**src/rtl/rom_square_arb_if.sv**
```systemverilog
// Client and ROM side signals of the square-sprite ROM burst arbiter.
// The arbiter takes the slave view; the clients and ROM share the master view.
interface rom_square_arb_if #(
    parameter int ADDR_WIDTH = 8,
    parameter int DATA_WIDTH = 8,
    parameter int LEN_WIDTH  = 4
);
    logic                  req0;
    logic [ADDR_WIDTH-1:0] addr0;
    logic [LEN_WIDTH-1:0]  len0;
    logic                  ack0;
    logic                  rvalid0;
    logic                  rlast0;

    logic                  req1;
    logic [ADDR_WIDTH-1:0] addr1;
    logic [LEN_WIDTH-1:0]  len1;
    logic                  ack1;
    logic                  rvalid1;
    logic                  rlast1;

    logic [DATA_WIDTH-1:0] rdata;
    logic                  busy;

    logic [ADDR_WIDTH-1:0] rom_addr;
    logic [DATA_WIDTH-1:0] rom_rdata;

    modport slave (
        input  req0, addr0, len0, req1, addr1, len1, rom_rdata,
        output ack0, rvalid0, rlast0, ack1, rvalid1, rlast1, rdata, busy, rom_addr
    );

    modport master (
        output req0, addr0, len0, req1, addr1, len1, rom_rdata,
        input  ack0, rvalid0, rlast0, ack1, rvalid1, rlast1, rdata, busy, rom_addr
    );
endinterface

```
**src/rtl/rom_square_arb.sv**
```systemverilog
// Round-robin burst read arbiter for the single-port square-sprite ROM.
// Two clients post {start address, length-1}; the winner gets one ROM address
// per cycle and its data comes back tagged with per-port valid/last strobes.
module rom_square_arb #(
    parameter int ADDR_WIDTH = 8,
    parameter int DATA_WIDTH = 8,
    parameter int LEN_WIDTH  = 4,
    parameter int RD_LATENCY = 1
) (
    input  logic             clk,
    input  logic             rst_n,
    rom_square_arb_if.slave  bus
);
    typedef enum logic {IDLE, BURST} state_t;

    state_t                state_q, state_d;
    logic [LEN_WIDTH-1:0]  cnt_q, cnt_d;
    logic [ADDR_WIDTH-1:0] rom_addr_q, rom_addr_d;
    logic                  owner_q, owner_d;
    logic                  last_owner_q, last_owner_d;
    logic                  ack0_q, ack0_d;
    logic                  ack1_q, ack1_d;
    logic                  gnt;

    // Return tags travel RD_LATENCY stages to line up with ROM read data.
    logic [RD_LATENCY-1:0] issue_p;
    logic [RD_LATENCY-1:0] owner_p;
    logic [RD_LATENCY-1:0] last_p;

    // Control registers: state, burst counter, address, ownership and ack pulses.
    always_ff @(posedge clk or negedge rst_n) begin
        if (!rst_n) begin
            state_q      <= IDLE;
            cnt_q        <= '0;
            rom_addr_q   <= '0;
            owner_q      <= 1'b0;
            last_owner_q <= 1'b1;   // port 0 wins the first tie
            ack0_q       <= 1'b0;
            ack1_q       <= 1'b0;
        end else begin
            state_q      <= state_d;
            cnt_q        <= cnt_d;
            rom_addr_q   <= rom_addr_d;
            owner_q      <= owner_d;
            last_owner_q <= last_owner_d;
            ack0_q       <= ack0_d;
            ack1_q       <= ack1_d;
        end
    end

    // Grant selection in IDLE and address stepping in BURST.
    always_comb begin
        state_d      = state_q;
        cnt_d        = cnt_q;
        rom_addr_d   = rom_addr_q;
        owner_d      = owner_q;
        last_owner_d = last_owner_q;
        ack0_d       = 1'b0;
        ack1_d       = 1'b0;
        gnt          = 1'b0;
        case (state_q)
            IDLE: begin
                if (bus.req0 || bus.req1) begin
                    // On a tie the port that did not own the last burst wins.
                    gnt          = (bus.req0 && bus.req1) ? ~last_owner_q : bus.req1;
                    owner_d      = gnt;
                    last_owner_d = gnt;
                    cnt_d        = gnt ? bus.len1 : bus.len0;
                    rom_addr_d   = gnt ? bus.addr1 : bus.addr0;
                    ack0_d       = ~gnt;
                    ack1_d       = gnt;
                    state_d      = BURST;
                end
            end
            BURST: begin
                if (cnt_q != '0) begin
                    rom_addr_d = rom_addr_q + 1'b1;
                    cnt_d      = cnt_q - 1'b1;
                end else begin
                    state_d = IDLE;
                end
            end
            default: state_d = IDLE;
        endcase
    end

    // Tag pipeline: one entry per cycle, issue marks a real ROM read.
    always_ff @(posedge clk or negedge rst_n) begin
        if (!rst_n) begin
            issue_p <= '0;
            owner_p <= '0;
            last_p  <= '0;
        end else begin
            issue_p[0] <= (state_q == BURST);
            owner_p[0] <= owner_q;
            last_p[0]  <= (state_q == BURST) && (cnt_q == '0);
            for (int i = 1; i < RD_LATENCY; i++) begin
                issue_p[i] <= issue_p[i-1];
                owner_p[i] <= owner_p[i-1];
                last_p[i]  <= last_p[i-1];
            end
        end
    end

    // Output decode from the pipeline tail; data passes straight through.
    always_comb begin
        bus.ack0     = ack0_q;
        bus.ack1     = ack1_q;
        bus.rvalid0  = issue_p[RD_LATENCY-1] && !owner_p[RD_LATENCY-1];
        bus.rvalid1  = issue_p[RD_LATENCY-1] &&  owner_p[RD_LATENCY-1];
        bus.rlast0   = bus.rvalid0 && last_p[RD_LATENCY-1];
        bus.rlast1   = bus.rvalid1 && last_p[RD_LATENCY-1];
        bus.rdata    = bus.rom_rdata;
        bus.busy     = (state_q == BURST) || (|issue_p);
        bus.rom_addr = rom_addr_q;
    end
endmodule

```
**src/flat_wrapper.sv**
```systemverilog
// flat-port wrapper written by rule: the top's interface ports become plain ports
module rom_square_arb_flat 
#(
    parameter int ADDR_WIDTH = 8,
    parameter int DATA_WIDTH = 8,
    parameter int LEN_WIDTH  = 4,
    parameter int RD_LATENCY = 1
)
  (clk, rst_n, bus_req0, bus_addr0, bus_len0, bus_req1, bus_addr1, bus_len1, bus_rom_rdata, bus_ack0, bus_rvalid0, bus_rlast0, bus_ack1, bus_rvalid1, bus_rlast1, bus_rdata, bus_busy, bus_rom_addr);
  rom_square_arb_if #(.ADDR_WIDTH(ADDR_WIDTH), .DATA_WIDTH(DATA_WIDTH), .LEN_WIDTH(LEN_WIDTH)) bus_i ();
  input  logic clk;
  input  logic rst_n;
  input wire logic [$bits(bus_i.req0)-1:0] bus_req0;
  input wire logic [$bits(bus_i.addr0)-1:0] bus_addr0;
  input wire logic [$bits(bus_i.len0)-1:0] bus_len0;
  input wire logic [$bits(bus_i.req1)-1:0] bus_req1;
  input wire logic [$bits(bus_i.addr1)-1:0] bus_addr1;
  input wire logic [$bits(bus_i.len1)-1:0] bus_len1;
  input wire logic [$bits(bus_i.rom_rdata)-1:0] bus_rom_rdata;
  output wire logic [$bits(bus_i.ack0)-1:0] bus_ack0;
  output wire logic [$bits(bus_i.rvalid0)-1:0] bus_rvalid0;
  output wire logic [$bits(bus_i.rlast0)-1:0] bus_rlast0;
  output wire logic [$bits(bus_i.ack1)-1:0] bus_ack1;
  output wire logic [$bits(bus_i.rvalid1)-1:0] bus_rvalid1;
  output wire logic [$bits(bus_i.rlast1)-1:0] bus_rlast1;
  output wire logic [$bits(bus_i.rdata)-1:0] bus_rdata;
  output wire logic [$bits(bus_i.busy)-1:0] bus_busy;
  output wire logic [$bits(bus_i.rom_addr)-1:0] bus_rom_addr;
  assign bus_i.req0 = bus_req0;
  assign bus_i.addr0 = bus_addr0;
  assign bus_i.len0 = bus_len0;
  assign bus_i.req1 = bus_req1;
  assign bus_i.addr1 = bus_addr1;
  assign bus_i.len1 = bus_len1;
  assign bus_i.rom_rdata = bus_rom_rdata;
  assign bus_ack0 = bus_i.ack0;
  assign bus_rvalid0 = bus_i.rvalid0;
  assign bus_rlast0 = bus_i.rlast0;
  assign bus_ack1 = bus_i.ack1;
  assign bus_rvalid1 = bus_i.rvalid1;
  assign bus_rlast1 = bus_i.rlast1;
  assign bus_rdata = bus_i.rdata;
  assign bus_busy = bus_i.busy;
  assign bus_rom_addr = bus_i.rom_addr;
  rom_square_arb #(.ADDR_WIDTH(ADDR_WIDTH), .DATA_WIDTH(DATA_WIDTH), .LEN_WIDTH(LEN_WIDTH), .RD_LATENCY(RD_LATENCY)) u_core (.clk(clk), .rst_n(rst_n), .bus(bus_i));
endmodule
```
**config.mk**
```make
export PLATFORM = sky130hd
export DESIGN_NAME = rom_square_arb_flat
export DESIGN_NICKNAME = d
export VERILOG_FILES = /design/src/rtl/rom_square_arb_if.sv /design/src/rtl/rom_square_arb.sv /design/src/flat_wrapper.sv
export SDC_FILE = /design/constraint.sdc
export NUM_CORES = 1
export LEC_CHECK = 0
export ABC_AREA = 1
export CORE_MARGIN = 1.5
export CORE_UTILIZATION = 43
export CTS_CLUSTER_SIZE = 24
export DETAILED_ROUTE_END_ITERATION = 6
export PLACE_DENSITY = 0.82
export REMOVE_ABC_BUFFERS = 1
export SETUP_SLACK_MARGIN = 0.4
export SYNTH_ARGS = -nofsm -noshare
export SYNTH_HDL_FRONTEND = slang
export SYNTH_SLANG_ARGS = --single-unit
```
**constraint.sdc**
```tcl
create_clock -name clk -period 1.85 [get_ports clk]
set_clock_uncertainty 0.05 [all_clocks]
set_input_delay 0.37 -clock clk [delete_from_list [all_inputs] [get_ports clk]]
set_output_delay 0.37 -clock clk [all_outputs]
set_load 0.1 [all_outputs]
```
==> impl_metrics.csv <==
group,metric,value,unit
timing,finalCritPeriodShare,87.2,%
routing,ant_nets,0,
cells_and_area,instances_no_fill,291,
timing,fmax,620,MHz
worst_setup_path,critPathSlowestCell,"dfrtp_2",
global_route,grt_pass1_vias,1387,
synthesis,netlist_area,0.00141,mm2
pwr,leakagePower,1.04,nW
floorplan,die_area,0.00363,mm2
worst_setup_path,cpPeakStageDelay,0.46,ns
worst_setup_path,worstPathArrival,1.19,ns
synthesis,ys_warn_count,0,
placed_design,io_buffer_count,42,
routing,vias,1486,
flow_run,max_cap_viol_count,0,
synthesis,syn_inst,190,
cells_and_area,drive_gt1_share,33.6,%
synthesis,synth.distinct_cells,26,
synthesis,ys_seq_area_share,35.6,%
worst_setup_path,r2r_end,"u_core.cnt_q[2]",
worst_setup_path,path_max_fanout,3,
clocking,cts_hold_buf,0,
routing,wire_per_inst,14.2,um
worst_setup_path,path_class,"flip-flop to primary output",
timing,rsz0062_at_grt,"true",
pwr,max-vdd-ir-drop,833,uV
clocking,clk_pin_slew,0.13,ns
routing,drc_errors,0,
floorplan,floorplan.rows,20,
worst_setup_path,startpoint,"u_core.owner_p",
routing,vias_per_cell,5.11,
synthesis,ys_top_cells_by_area,"dfrtp_1 (34%), nand2_1 (11%), inv_1 (6.1%), nand3_1 (6.0%), nor2_1 (5.9%)",
synthesis,synth_top_area_share,33.7,%
floorplan,start_util,45.8,%
global_route,grt_max_degree,17,
timing,drv_slew,0,
routing,dr.pass1.iters,4,
status,status,"finished, final reports clean",
placed_design,gp_congestion,0.824,
timing,period_minus_slack,1.61,ns
clocking,clock_sinks,20,
clocking,cts_made_buffers,3,
min_path,worstHoldPathType,"input pin to async pin",
worst_setup_path,cp_cell_sequence,"nor3_4 > buf_12",
cells_and_area,diodes,0,
clocking,cts_tree,"yes",
placed_design,dpl.hpwl,2.62,mm
pwr,powerDensity,1960,mW/mm2
synthesis,synth-seq-cells,20,
global_route,grt_pass1_wl,6.07,mm
timing,finalSetupViolCount,0,
clocking,htree_levels,1,
cells_and_area,fin_util,71.8,%
timing,slew_headroom,75.5,%
timing,worst_pin_slew,0.368,ns
worst_setup_path,reg2reg_slack,0.41,ns
clocking,clk_latency,0.32,ns
worst_setup_path,critPathBufInv,1,
floorplan,die_h,60.2,um
placed_design,dp_cells,268,
worst_setup_path,r2r_cells,7,
floorplan,ioPinCount,59,
clocking,clock_path_buffers,2,
synthesis,synth_top_area_cell,"dfrtp_1",
worst_setup_path,rr_startpoint,"u_core.last_owner_q",
cells_and_area,areaGrowthSynthToFinish,56.9,%
clocking,root_buffer,"clkbuf_4",
worst_setup_path,cp-end-kind,"primary output",
routing,drt_first_iter_violations,49,
cells_and_area,fin_nets,287,
timing,hold_viol_final,0,
worst_setup_path,cp-start-kind,"flip-flop",
floorplan,die_w,60.2,um
routing,wirelength,4.14,mm
pwr,finalPower,4.34,mW
global_route,grt_use_total,22.3,%
worst_setup_path,crit_family,"flip-flops",
synthesis,synth.avg_cell_area,7.42,um2
global_route,antenna_found_initial,0,
global_route,overflow,0,
worst_setup_path,critPathRequiredTime,1.43,ns
floorplan,core,0.00308,mm2
## cell families after synthesis
| group | synth area share, % |
|---|---|
| buffers and inverters | 15.4 |
| AND/OR/NAND/NOR | 33.7 |
| AO/OA/AOI/OAI | 12.6 |
| flip-flops | 35.6 |
| adder cells (fa/ha/maj) | 2.66 |
## worst max path at each step
stage	end	depth (start not counted)	slack [ns]
2_1_floorplan	bus_rlast0	1	-1.02
3_3_place_gp	u_core.cnt_q[2]	8	0.08
3_5_place_dp	u_core.cnt_q[2]	8	-0.0009
4_1_cts	bus_rlast1	3	0.24
5_1_grt	bus_rlast0	2	0.19
6_report	bus_rlast0	2	0.24
## flip-flops by register name, summed over array words and instances (netlist names)
signal,cells
u_core.state_q,1
u_core.bus.ack1,1
u_core.owner_q,1
u_core.last_owner_q,1
u_core.bus.rom_addr,8
u_core.issue_p,1
u_core.owner_p,1
u_core.cnt_q,4
u_core.last_p,1
u_core.bus.ack0,1
## cells in the final DEF, fill, tap and decap left out
master,Yosys,routed
buf_4,8,25
o21ai_0,13,13
ha_4,0,1
dlygate4sd2_1,0,2
nand2_8,1,2
nand2_1,41,39
clkdlybuf4s50_1,0,25
inv_2,1,4
nor3_1,2,1
nand2_4,3,2
inv_1,23,18
buf_12,1,15
inv_6,1,1
clkinv_4,0,1
o21ai_2,2,2
clkinvlp_4,0,1
o21ai_1,1,1
dfrtp_2,0,9
ha_1,3,2
nor2_4,4,4
a21oi_1,13,13
nand3_1,17,17
nor3_4,0,1
clkbuf_4,0,3
dfrtp_1,19,10
nand2_2,2,4
a21oi_2,2,2
o21bai_1,1,1
dfstp_2,1,1
nand3b_1,3,3
nor2_2,0,3
nor2_1,22,19
clkbuf_8,0,1
nand3_4,0,1
## report_power, final
part	switching, mW	total, mW	leakage, nW	internal [mW]
registers	0.300	0.973	0.226	0.673
logic	1.91	3.08	0.794	1.17
clock network	0.164	0.284	0.0210	0.121
## metrics by stage
stage | TNS [ns] | hold WS [ns] | setup slack, ns | area (um2)
6_report | 0 | 0.246 | 0.237 | 2210
5_1_grt | 0 | 0.245 | 0.186 | 2210
4_1_cts | 0 | 0.264 | 0.238 | 2060
3_5_place_dp | -0.000865 | 0.322 | -0.000865 | 1960
3_3_place_gp | 0 | 0.307 | 0.0840 | 1960
2_1_floorplan | -1.72 | 0.0244 | -1.02 | 1290
## synthesized netlist by cell type, drive strengths merged
master and n:
buf 14, ha 3, nand3 18, a21oi 15, o21ai 16, nand3b 3
nor2 26, nand2 47, dfrtp 19, o21bai 1, inv 25, nor3 2
dfstp 1
## metal layers
metal	share of wire (%)	track usage, %	vias up
li1	-	-	706
met1	39	26.1	680
met2	51	37.6	83
met3	6.4	5.84	17
met4	3.7	10.5	0
met5	0	0	-
## cell type report
class / count / area [um2]
clock buffer: 4 / 36.3
fill: 224 / 867
inverter: 25 / 108
multi-input combinational: 131 / 743
sequential: 20 / 513
tap: 44 / 55.1
timing repair buffer: 67 / 756
## what timing repair did
| action | 4_1_cts | 5_1_grt |
|---|---|---|
| buffers inserted | 4 | 15 |
| pin swaps | 2 | 6 |
| endpoints found under the setup margin | 14 | 19 |
| resized for setup | 14 | 16 |
Power figures use the tool's default switching activity.
==> edit 1: new RTL, same flow settings <==
Make the reset (`rst_n`) synchronous in 2 clocked blocks.
--- a/src/rtl/rom_square_arb.sv
+++ b/src/rtl/rom_square_arb.sv
@@ -30,3 +30,3 @@
     // Control registers: state, burst counter, address, ownership and ack pulses.
-    always_ff @(posedge clk or negedge rst_n) begin
+    always_ff @(posedge clk) begin
         if (!rst_n) begin
@@ -87,3 +87,3 @@
     // Tag pipeline: one entry per cycle, issue marks a real ROM read.
-    always_ff @(posedge clk or negedge rst_n) begin
+    always_ff @(posedge clk) begin
         if (!rst_n) begin
Behaviour: differs if rst_n is asserted again (counterexample within 4 cycles, from zero or initial values and one cycle with rst_n low); with rst_n held inactive, the same outputs for 10 cycles.
==> edit 1 against the unedited design <==
- the run now ends with design-rule violations left
- wire length fell by 14%
- worst setup slack improved by 95 ps
- die area down 8.0%
- sequential share of layout area is 2.9 points lower
- design area decreased by 7.9%
- synthesized area fell by 8.4%
- sequential cell count did not move
- register-to-register slack improved by 90 ps
- critical endpoint unchanged
- largest cell class is now multi-input combinational cells
- highest routed layer unchanged
Power is not compared: it rests on default switching activity, and its combinational part moved more than twofold at a synthesized area within 25%.
==> edit 1: results (changes against the unedited design) <==
H-tree depth: 1 (unchanged)
ANT nets after route: 0 (unchanged)
Place WS: -18.3 ps (-17.5 ps)
Pleak: 0.955 nW
DRC violations left: 3 (+3)
worst vdd ir: 0.583 mV
Hold Path Class: reg -> reg
GPL Wtd Cong: 0.808 (-1.9%)
Synth Area in Compound Gates: 0.145 (+0.0194)
Synth cell types: 22 (-15%)
# port buffers: 42 (unchanged)
mux cell area share after synthesis: 0 (unchanged)
DRT iter0 DRCs: 64 (+31%)
Root Buffer: clkbuf_4
status: finished, violations left
Post-DP Area: 1870 µm² (-4.7%)
Ant. Diodes: 0 (unchanged)
Total Nets Final: 288 (+0.35%)
Total GRT Usage: 0.234 (+0.0107)
Layout fillers: 208 (-7.1%)
CTS Sinks: 20 (unchanged)
drt first pass iters: 6 (+2)
Synth Area in Adders: 0.0291 (+0.00245)
max incr delay on CP: 360 ps (-100 ps)
dominant synthesized flop cell: dfxtp_1
final WL: 3580 µm (-14%)
Top Family by Delay on Critical Path: flip-flops
Synth area leaders: dfxtp_1, nand2_1, nand3_1, inv_1, nor2_1
Max stage delay cell, worst path: dfxtp_2
vias in the first global route: 1362 (-1.8%)
Reg clk slew, reported paths: 110 ps (-20 ps)
Synth top cells by count: nand2_1, inv_1, nor2_1
arrival time at the worst endpoint: 1100 ps (-90 ps)
Worst Path Max Fanout: 2 (-1)
clk buf depth: 2 (unchanged)
latest clock arrival within the worst-skew pair: 300 ps (-20 ps)
XOR/XNOR share of the synthesized area: 0.00679 (+0.00679)
relative max-transition margin: 0.820 (+0.0655)
largest family of logic cells by synthesized area: simple AND/OR/NAND/NOR gates
FFs w/ async S/R, synth: 0 (-1.00)
first-pass GRT wire length: 6110 µm (+0.79%)
largest net degree at the start of global routing: 12 (-5)
max_cap viols: 0 (unchanged)
CTS Buf Count: 3 (unchanged)
Vias/cell: 5.19 (+1.6%)
Largest register FFs: 8 (unchanged)
fraction of layout cells with a size suffix above 1: 0.246 (-0.0901)
violated checks: design-rule violations
initial antenna violation count: 0 (unchanged)
post-DP HPWL: 2490 µm (-5.1%)
count of warnings emitted by yosys: 0 (unchanged)
P_int: 0.992 mW
sequential element share of the synthesized area: 0.310 (-0.0457)
[edit 1: cell count changes after synthesis, moves of 5 or more]
cell	unedited run	this run
o21ai_0	13	20
nor2_1	22	27
inv_1	23	29
dfxtp_1	0	20
dfrtp_1	19	0
nand3_1	17	26
[edit 1: cells by family after synthesis]
| kind of cell | Yosys count |
|---|---|
| AOI/OAI and AO/OA | 34 |
| xor gates and xnor gates | 1 |
| adders and majority gates | 3 |
| buffers and inverters | 44 |
| DFF | 20 |
| and+or+nand+nor | 99 |
[edit 1: final timing paths]
kind	from	endpoint	slack, ps	depth (start not counted)
setup / recovery	u_core.last_p$_SDFF_PN0_	bus_rlast0	330	3
hold / removal	u_core.owner_q$_SDFFE_PN0P_	u_core.owner_p$_SDFF_PN0_	390	2
setup reg to reg	u_core.cnt_q[0]$_SDFFE_PN0P_	u_core.cnt_q[3]$_SDFFE_PN0P_	500	7
hold reg to reg	u_core.owner_q$_SDFFE_PN0P_	u_core.owner_p$_SDFF_PN0_	390	2
[edit 1: power by group through the flow]
| stage | sequential [mW] | combinational (mW) | clock [mW] |
|---|---|---|---|
| finish | 0.590 | 0.957 | 0.256 |
| global route | 0.600 | 1.02 | 0.275 |
| CTS | 0.579 | 0.922 | 0.258 |
| detailed placement | 0.584 | 0.876 | 0 |
| global placement | 0.582 | 0.860 | 0 |
| floorplan | 0.802 | 0.303 | 0 |
[edit 1: tightest hold or removal path: stages (launching register included)]
cell and delay [ps]:
dfxtp_1 320, nand2_1 70, inv_1 40
[edit 1: what timing repair did]
item | 4_1_cts | 5_1_grt
buffers inserted | 3 | 1
cloned | 2 | 0
gates resized for setup | 20 | 26
setup endpoints to repair | 15 | 19
pin swaps | 5 | 4
[edit 1: per-layer routing]
layer,GRT usage,up-vias,routed length [µm]
li1,-,730,-
met1,0.307,629,1540
met2,0.377,79,1690
met3,0.0446,10,294
met4,0.0963,0,61
met5,0,-,0
[edit 1: cell type report]
type,count,share of cell area
Tap cell,31,0.0191
Clock buffer,4,0.0178
Timing Repair Buffer,56,0.344
Inverter,29,0.0559
Sequential cell,20,0.203
Multi-Input combinational cell,139,0.360
[edit 1: stage by stage]
stage	TNS, ps	power [mW]	instances	utilization
6_report	0	1.80	279	0.726
2_1_floorplan	-1540	1.10	186	-
3_5_place_dp	-18.3	1.46	269	0.666
5_1_grt	0	1.90	279	0.726
3_3_place_gp	0	1.44	269	0.666
4_1_cts	0	1.76	278	0.708
==> edit 2: new RTL, same flow settings <==
Without the edit above. `LEN_WIDTH` is set to 4 in 3 places; all go to 8.
--- a/src/rtl/rom_square_arb_if.sv
+++ b/src/rtl/rom_square_arb_if.sv
@@ -5,3 +5,3 @@
     parameter int DATA_WIDTH = 8,
-    parameter int LEN_WIDTH  = 4
+    parameter int LEN_WIDTH  = 8
 );
--- a/src/rtl/rom_square_arb.sv
+++ b/src/rtl/rom_square_arb.sv
@@ -6,3 +6,3 @@
     parameter int DATA_WIDTH = 8,
-    parameter int LEN_WIDTH  = 4,
+    parameter int LEN_WIDTH  = 8,
     parameter int RD_LATENCY = 1
--- a/src/flat_wrapper.sv
+++ b/src/flat_wrapper.sv
@@ -5,3 +5,3 @@
     parameter int DATA_WIDTH = 8,
-    parameter int LEN_WIDTH  = 4,
+    parameter int LEN_WIDTH  = 8,
     parameter int RD_LATENCY = 1
Interface: changed (resized bus_len0 and bus_len1); port bits go from 59 to 67. The function was not compared with the original's and may differ.
==> edit 2 against the unedited design <==
- wire length rose by 36%
- design area rose by 30%
- global-route usage up 1.9 points
- worst setup slack better by 52 ps
- synthesized area grew 28%
- sequential cell count up 4
- synthesized cell count rose by 40%
- largest cell class is now multi-input combinational cells
Power is left out: it rests on default switching activity, and per cell area and clock period it moved more than threefold.
==> edit 2: results (changes against the unedited design) <==
status: finished, final reports clean
GR Layer Usage met1: 0.295 (+0.0338)
final WL: 5620 µm (+36%)
Hold Path Class: reg -> reg
Detail Route met2 WL: 2840 µm (+36%)
first-pass GRT wire length: 8180 µm (+35%)
met2 Use GR: 0.412 (+0.0360)
DRT iter0 DRCs: 158 (+220%)
latest clock arrival within the worst-skew pair: 280 ps (-40 ps)
sequential element share of the synthesized area: 0.333 (-0.0228)
Synth cell types: 27 (+3.8%)
GPL Wtd Cong: 0.861 (+4.5%)
post-DP HPWL: 3290 µm (+25%)
Root Buffer: clkbuf_8
largest net degree at the start of global routing: 25 (+8)
Layout fillers: 283 (+26%)
# port buffers: 50 (+19%)
FF-to-FF path depth: 8 (+1)
Vias/cell: 5.43 (+6.4%)
Reg2Reg Setup Slack: 350 ps (-60 ps)
relative max-transition margin: 0.788 (+0.0330)
fraction of layout cells with a size suffix above 1: 0.323 (-0.0130)
routing usage on met3: 0.0600 (+0.00156)
worst r2r dst: u_core.cnt_q[3]$_DFFE_PN0P_
Synth area leaders: dfrtp_1, nand2_1, nand3_1, inv_1, nor2_1
Total Nets Final: 373 (+30%)
M1 WL: 2120 µm (+30%)
## edit 2: logic make-up (layout without fill, tap and decap cells)
family                     Yosys count  in the layout  synth area share
buffers and inverters               51            109             0.141
adders and majority gates            3              3            0.0208
DFF                                 24             24             0.333
xor gates and xnor gates             1              1           0.00485
AOI/OAI and AO/OA                   21             21            0.0742
and+or+nand+nor                    166            167             0.425
## edit 2: metrics by stage
step	instance area (µm²)	instances	TNS [ps]	hold slack (ps)	setup WS [ps]
after floorplan	1670	248	-1690	24.4	-1020
after global placement	2460	358	0	316	123
after detailed placement	2460	358	0	310	80.3
after CTS	2710	371	0	329	313
after global routing	2880	375	0	339	269
final	2880	375	0	333	290
## edit 2: repair_timing
item / 4_1_cts / 5_1_grt
gates cloned: 1 / 1
setup endpoints to repair: 20 / 22
pin swaps: 4 / 18
gates resized for setup: 26 / 43
buffers inserted: 8 / 3
## edit 2: final cells by class
type / instances / share of cell area
Sequential cell: 24 / 0.211
Clock buffer: 3 / 0.0143
Timing Repair Buffer: 72 / 0.299
Clock inverter: 1 / 0.0104
Tap cell: 50 / 0.0217
Inverter: 33 / 0.0439
Multi-Input combinational cell: 192 / 0.399
## edit 2: worst max-delay path by stage
stage | end | cells past startpoint
6_report | bus_rlast0 | 2
5_1_grt | bus_rlast0 | 2
4_1_cts | bus_rlast0 | 3
3_5_place_dp | u_core.cnt_q[1]$_DFFE_PN0P_ | 7
3_3_place_gp | u_core.bus.rom_addr[1]$_DFFE_PN0P_ | 7
2_1_floorplan | bus_rlast0 | 1
## edit 2: critical path: stages (launching register included)
cell	delay [ps]
dfrtp_2	450
nor3_4	210
buf_12	200
